==> config.mk <==
export PLATFORM = sky130hd
export DESIGN_NAME = mult_arbiter
export DESIGN_NICKNAME = d
export VERILOG_FILES = /design/src/rtl/mult_arbiter.sv
export SDC_FILE = /design/constraint.sdc
export NUM_CORES = 1
export LEC_CHECK = 0
export ABC_AREA = 1
export CAP_MARGIN = 20
export CORE_UTILIZATION = 43
export CTS_CLUSTER_SIZE = 14
export DETAILED_ROUTE_END_ITERATION = 10
export GPL_TIMING_DRIVEN = 0
export PLACE_DENSITY = 0.82
export SYNTH_ARGS = -nofsm -noshare
export SYNTH_HDL_FRONTEND = slang
export SYNTH_SLANG_ARGS = --single-unit
==> constraint.sdc <==
create_clock -name clk -period 2.95 [get_ports clk]
set_input_delay 0.59 -clock clk [delete_from_list [all_inputs] [get_ports clk]]
set_output_delay 0.59 -clock clk [all_outputs]
set_load 0.02 [all_outputs]
==> src/rtl/mult_arbiter.sv <==
// mult_arbiter: round-robin arbiter/sequencer sharing one external 8x8 unsigned
// combinational multiplier between NREQ requesters.
//
// Ports:
//   clk, reset          rising-edge clock, synchronous active-high reset
//   req_valid/req_ready per-requester handshake (req_ready is one-hot)
//   req_a/req_b         packed 8-bit operands, requester i in bits [8i+7:8i]
//   mult_a/mult_b       registered operands driven to the shared multiplier
//   mult_y              product returned by the shared multiplier
//   rsp_valid/rsp_ready result handshake, rsp_id = owning requester, rsp_y = product
//   err                 sticky product-mismatch flag
//
// Optional build macro: MULT_ARB_CHECK_EN
//   defined   -> mult_y is compared against an internal op_a*op_b in MUL;
//                a mismatch sets err until reset
//   undefined -> no compare logic, err tied to 0
//
// state | meaning
// IDLE  | waiting for a request; grant and capture operands in the same cycle
// MUL   | captured operands on mult_a/mult_b; product latched at the edge
// RESP  | result held on rsp_*; leave on rsp_ready

module mult_arbiter #(
  parameter int NREQ = 4,
  parameter int IDW  = $clog2(NREQ)
) (
  input  logic              clk,
  input  logic              reset,
  input  logic [NREQ-1:0]   req_valid,
  output logic [NREQ-1:0]   req_ready,
  input  logic [8*NREQ-1:0] req_a,
  input  logic [8*NREQ-1:0] req_b,
  output logic [7:0]        mult_a,
  output logic [7:0]        mult_b,
  input  logic [15:0]       mult_y,
  output logic              rsp_valid,
  input  logic              rsp_ready,
  output logic [IDW-1:0]    rsp_id,
  output logic [15:0]       rsp_y,
  output logic              err
);

  typedef enum logic [1:0] {IDLE, MUL, RESP} state_t;

  state_t         state_q, state_d;
  logic [IDW-1:0] last_grant_q;
  logic [IDW-1:0] grant_idx;
  logic           grant_found;
  int             scan_idx;
  logic [7:0]     op_a, op_b;
  logic [IDW-1:0] op_id;
  logic [7:0]     sel_a, sel_b;

  // Round-robin pick: first valid requester scanning upward from last_grant+1.
  always_comb begin
    grant_found = 1'b0;
    grant_idx   = '0;
    scan_idx    = 0;
    for (int k = 1; k <= NREQ; k++) begin
      scan_idx = (int'(last_grant_q) + k) % NREQ;
      if (!grant_found && req_valid[IDW'(scan_idx)]) begin
        grant_found = 1'b1;
        grant_idx   = IDW'(scan_idx);
      end
    end
  end

  assign sel_a = req_a[{grant_idx, 3'b000} +: 8];
  assign sel_b = req_b[{grant_idx, 3'b000} +: 8];

  // Gated by reset so no accept strobe is shown while the block is being cleared.
  always_comb begin
    req_ready = '0;
    if (state_q == IDLE && grant_found && !reset)
      req_ready[grant_idx] = 1'b1;
  end

  always_comb begin
    state_d = state_q;
    case (state_q)
      IDLE:    if (grant_found) state_d = MUL;
      MUL:     state_d = RESP;
      RESP:    if (rsp_ready) state_d = IDLE;
      default: state_d = IDLE;
    endcase
  end

  always_ff @(posedge clk) begin
    if (reset) state_q <= IDLE;
    else       state_q <= state_d;
  end

  always_ff @(posedge clk) begin
    if (reset) begin
      last_grant_q <= IDW'(NREQ - 1);
      op_a         <= '0;
      op_b         <= '0;
      op_id        <= '0;
      rsp_valid    <= 1'b0;
      rsp_y        <= '0;
      rsp_id       <= '0;
    end else begin
      case (state_q)
        IDLE: begin
          if (grant_found) begin
            op_a         <= sel_a;
            op_b         <= sel_b;
            op_id        <= grant_idx;
            last_grant_q <= grant_idx;
          end
        end
        MUL: begin
          rsp_y     <= mult_y;
          rsp_id    <= op_id;
          rsp_valid <= 1'b1;
        end
        RESP: begin
          if (rsp_ready) rsp_valid <= 1'b0;
        end
        default: ;
      endcase
    end
  end

  // Operands only change on an accept in IDLE, so they are stable through MUL.
  assign mult_a = op_a;
  assign mult_b = op_b;

`ifdef MULT_ARB_CHECK_EN
  logic        err_q;
  logic [15:0] ref_y;

  assign ref_y = 16'(op_a) * 16'(op_b);

  always_ff @(posedge clk) begin
    if (reset)                                err_q <= 1'b0;
    else if (state_q == MUL && mult_y != ref_y) err_q <= 1'b1;
  end

  assign err = err_q;
`else
  assign err = 1'b0;
`endif

endmodule

=== After elaboration in Yosys (flattened, before gate mapping) ===
Index checks and enable logic that the tools add are counted.

* Input bits: 87
* Output and inout port bits: 40
* Bits in registers: 41

* Add/subtract/negate cells: 4
* Shifts and indexed selects: 2
* Reductions and logical operators: 15
* $lt $le $gt $ge: 6
* Eq/ne operators: 4
* Muxes and demuxes: 28

{| class="wikitable"
|+ Operators with widths
! kind !! number
|-
| variable part select 32 x 6 -> 8 bit || 2
|-
| less-than comparator 2 x 4 -> 1 bit (second input constant) || 4
|-
| 2-to-1 mux 1 bit || 14
|-
| 2-to-1 mux 2 bit || 6
|-
| binary-select mux 1 bit (select 2 bit) || 4
|-
| logical AND 1 bit || 6
|-
| case mux 2 bit (3 select lines) || 1
|-
| AND reduction 2 bit || 3
|-
| adder 2 x 1 -> 2 bit (second input constant) || 2
|-
| adder 2 bit (second input constant) || 2
|-
| logical NOT 1 bit || 4
|-
| 2-to-1 mux 4 bit || 1
|-
| != test 2 bit (second input constant) || 2
|-
| less-than comparator 2 x 3 -> 1 bit (second input constant) || 1
|-
| demux 1 bit (select 2 bit) || 1
|-
| equality test 2 x 1 -> 1 bit (second input constant) || 1
|-
| equality test 2 bit (second input constant) || 1
|-
| >= comparator 2 x 1 -> 1 bit (second input constant) || 1
|-
| logical NOT 2 bit || 1
|-
| case mux 1 bit (2 select lines) || 1
|-
| nonzero test 2 bit || 1
|}

=== Depth between registers and ports, before layout ===
* Depth after elaboration: 19
* Mapped depth: 16
* Gate-level depth less buffers: 15

=== Least setup slack after synthesis ===
No wires, ideal clock.

* Kind: input to output
* From: in req_valid[3]
* To: out req_ready[0]
* Stages: 11
* Slack: 0.354 ns
* Arrival time: 2.006 ns
* Required time: 2.360 ns
* Cells stage by stage: inv_1 nand2_1 nand3_1 nand2_1 nor2_4 nand3_2 nand2_4 nand2_4 buf_8 buf_8 nor3_1

* Cells in the longest elaborated chain, start to end: 18
* Elaborated cells between the ends (all ways): 34

{| class="wikitable"
|+ Ends and longest elaborated chain
! what !! line !! RTL
|-
| start: declaration || 29 || <nowiki>input logic [NREQ-1:0] req_valid,</nowiki>
|-
| binary-select mux 1 bit (select 2 bit) || 61 || <nowiki>if (!grant_found && req_valid[IDW'(scan_idx)]) begin</nowiki>
|-
| 2-to-1 mux 1 bit (not written as such) (2 in series) || 61 ||
|-
| 2-to-1 mux 1 bit || 61 ||
|-
| logical NOT 1 bit || 61 ||
|-
| logical AND 1 bit || 61 ||
|-
| 2-to-1 mux 1 bit || 61 ||
|-
| logical NOT 1 bit || 61 ||
|-
| logical AND 1 bit || 61 ||
|-
| 2-to-1 mux 1 bit || 61 ||
|-
| logical NOT 1 bit || 61 ||
|-
| logical AND 1 bit || 61 ||
|-
| 2-to-1 mux 2 bit || 61 ||
|-
| less-than comparator 2 x 3 -> 1 bit (not written as such) / >= comparator 2 x 1 -> 1 bit (equally long branches) || 75 || <nowiki>req_ready[grant_idx] = 1'b1;</nowiki>
|-
| logical AND 1 bit (not written as such) || 75 ||
|-
| 2-to-1 mux 1 bit (not written as such) || 75 ||
|-
| demux 1 bit (select 2 bit) || 75 ||
|-
| 2-to-1 mux 4 bit (*) || 74 || <nowiki>if (state_q == IDLE && grant_found && !reset)</nowiki>
|-
| end: declaration || 30 || <nowiki>output logic [NREQ-1:0] req_ready,</nowiki>
|}

Every way passes the cells marked *; elsewhere a longest branch is shown, timed or not. The select of a mux whose other input is x is not followed.

=== Final worst setup path ===
* From: in req_valid[1]
* To: out req_ready[0]

Same word-level chain as after synthesis.

==> out/qor.txt <==
total die area: 5970 um2
CP Max Fanout: 10
post-synth top area share: 0.337
Post-synth top cells: nor2_1, nand2_1, dfxtp_1, o21ai_0, nand3_1
Peak Freq: 353 MHz
Crit-path slowest cell: clkdlybuf4s50_1
# DRC: 0
Storage cell area: 821 um2
worst skew pair latency: 0.30 ns
Synth Flop Type: dfxtp_1
drt pass-1 iters: 7
# hold bufs at CTS: 0
Req. time, crit path: 2.36 ns
GR Util All Layers: 0.266
Critical Path Source Type: primary input
crit-path cells: clkdlybuf4s50_1, nand2_1, nand2_1, nand2_1, nand2_1, nor2_4, nand3_2, nand2_4, nand2_4, buf_12, nor3_1, buf_4
final-report setup violation count: 0
Post-synth EDFFs: 0
synthesized area per cell: 6.98 um2
Netlist Area Pre-Place: 2440 um2
DR top layer: met4
nets: 573
drt total wl: 7.93 mm
minimum clock period: 2.83 ns
Antenna diodes: 0
CTS root buf: clkbuf_8
grt total ovfl: 0
Worst Setup End Kind: primary output
core area: 5470 um2
CP peak stage delay: 0.44 ns
initial core utilization: 0.445
first-pass GRT wire length: 12.6 mm
cell with the most instances after synthesis: nor2_1
number of routed nets with antenna violations: 0
PD cells: 1260 nW/um2
Layout Skew: 0.00409 ns
Post-Synthesis Cells: 349
H-tree depth: 2
fin. max-slew vios: 0
critical path type: in -> out
Post-synth ARST share: 0
RSZ-0062 raised after global routing: false
area of the multi-input gates: 1460 um2
YS warnings: 0
largest net degree at the start of global routing: 20
Hold Violations, Final: 0
status: completed
via count of the routed design: 2938
Clock Sinks: 41
biggest area consumer among synthesized cells: dfxtp_1
CP top delay family: simple AND/OR/NAND/NOR gates
metal2 WL: 3.76 mm
Synthesized Nets: 436
Synth area leaders: dfxtp_1, nor2_1, nand3_2
wire length per cell: 14.2 um
GP Congestion: 0.855
clock buffer depth: 2
row cnt: 27
crit share post-route: 0.959
I/O Pins: 127
WHS: 0.468 ns
Critical Path Most Common Cell: nand2_1
max cap viols: 0
DR WL met3: 629 um
worst path bufs/invs: 3
WP data arrival: 2.24 ns
total chip power: 5010 uW
via/cell ratio: 5.26
post-synth cell types: 25
CTS clk-pin slew, worst paths: 0.07 ns
M1 WL: 3.42 mm
DR iter-0 viols: 119
vias in the first global route: 2670
peak supply drop: 0.709 mV
Seq cells post-synth: 41
die span in y: 77.3 um
CTS Buf Count: 5
DP Wirelength: 6.10 mm
TritonCTS clock tree: built
worst min-delay path category: reg -> reg
fillcell total: 468
port bufs: 125
leakage: 0.00166 uW
layout cells sized above 1: 0.191
post-synthesis sequential area ratio: 0.337
chip width: 77.3 um
post-layout util: 0.727
antenna violations before repair: 0
synthesis-to-layout area growth: 63.4%
[repair_timing]
| action | 4_1_cts | 5_1_grt |
|---|---|---|
| resized for setup | 30 | 12 |
| hold endpoints to repair | 0 | 0 |
| gates cloned | 0 | 0 |
| pin swaps | 4 | 2 |
| buffers inserted | 3 | 4 |
| setup endpoints to repair | 4 | 4 |
[cell type report]
| type | count | area share |
|---|---|---|
| tap | 72 | 0.0226 |
| buffer | 22 | 0.0365 |
| clock buffer | 7 | 0.0217 |
| timing repair buffer | 132 | 0.326 |
| clock inverter | 1 | 0.00754 |
| inverter | 13 | 0.0129 |
| multi-input combinational | 271 | 0.367 |
| sequential | 41 | 0.206 |
[worst register-to-register path, stage by stage (launching register included)]
cell	delay (ns)
dfxtp_1	0.42
inv_4	0.19
nand2_1	0.08
nand2_2	0.09
nand2_1	0.06
nand2_1	0.10
inv_1	0.08
nand3_2	0.12
nand2_2	0.11
inv_2	0.16
clkbuf_1	0.42
nand2_1	0.13
nor2_2	0.13
nor2_2	0.04
[routing by layer]
| layer | up-vias | track usage |
|---|---|---|
| met5 | - | 0 |
| met4 | 0 | 0.0906 |
| met3 | 16 | 0.0595 |
| met2 | 145 | 0.451 |
| met1 | 1331 | 0.328 |
| li1 | 1446 | - |
[kinds of logic (layout without fill, tap and decap cells)]
logic type / after synthesis / count (layout) / share of synthesized area
simple gates: 229 / 229 / 0.490
compound gates: 41 / 41 / 0.0873
flops: 41 / 41 / 0.337
buf+inv: 37 / 175 / 0.0842
other cells: 1 / 1 / 0.00154
[through the flow]
step                      setup slack, ns  setup TNS [ns]  instances  instance area (um2)
after floorplan                     0.354               0        349                 2440
after global placement             -0.554           -2.14        546                 3780
after CTS                         0.00204               0        556                 3920
after global routing              0.00822               0        559                 3980
final                               0.120               0        559                 3980
after detailed placement           -0.573           -2.22        546                 3780
[cells in the final DEF, fill, tap and decap left out, drive strengths merged]
master,synthesis,routed
o211ai,2,2
clkinv,1,1
inv,12,12
o21ai,35,35
conb,1,1
dlymetal6s2s,0,1
nor3,2,2
nand2,68,68
nor2,79,79
clkdlybuf4s50,0,120
bufinv,0,1
a211oi,1,1
nand4,27,27
buf,15,24
nand3,53,53
a21oi,3,3
dfxtp,41,41
clkbuf,9,16
[state kept, by name, summed over array words and instances, names as in the netlist]
signal,flops
rsp_id,2
mult_b,8
rsp_y,16
state_q,2
op_id,2
last_grant_q,2
rsp_valid,1
mult_a,8
[final timing paths]
kind	end	depth (start not counted)	slack, ns	startpoint
max	req_ready[0]	12	0.12	req_valid[1]
min	op_id[1]$_SDFFE_PP0P_	2	0.47	op_id[1]$_SDFFE_PP0P_
max reg2reg	mult_a[1]$_SDFFE_PP0P_	13	0.71	last_grant_q[0]$_SDFFE_PP1P_
min reg2reg	op_id[1]$_SDFFE_PP0P_	2	0.47	op_id[1]$_SDFFE_PP0P_
[power by group]
group	switching [uW]	leakage [uW]	internal [uW]
Sequential	123	0.000340	759
Combinational	2180	0.00127	1470
Clock	192	0.0000585	276
Note: power is estimated with default switching activity, not from simulation.
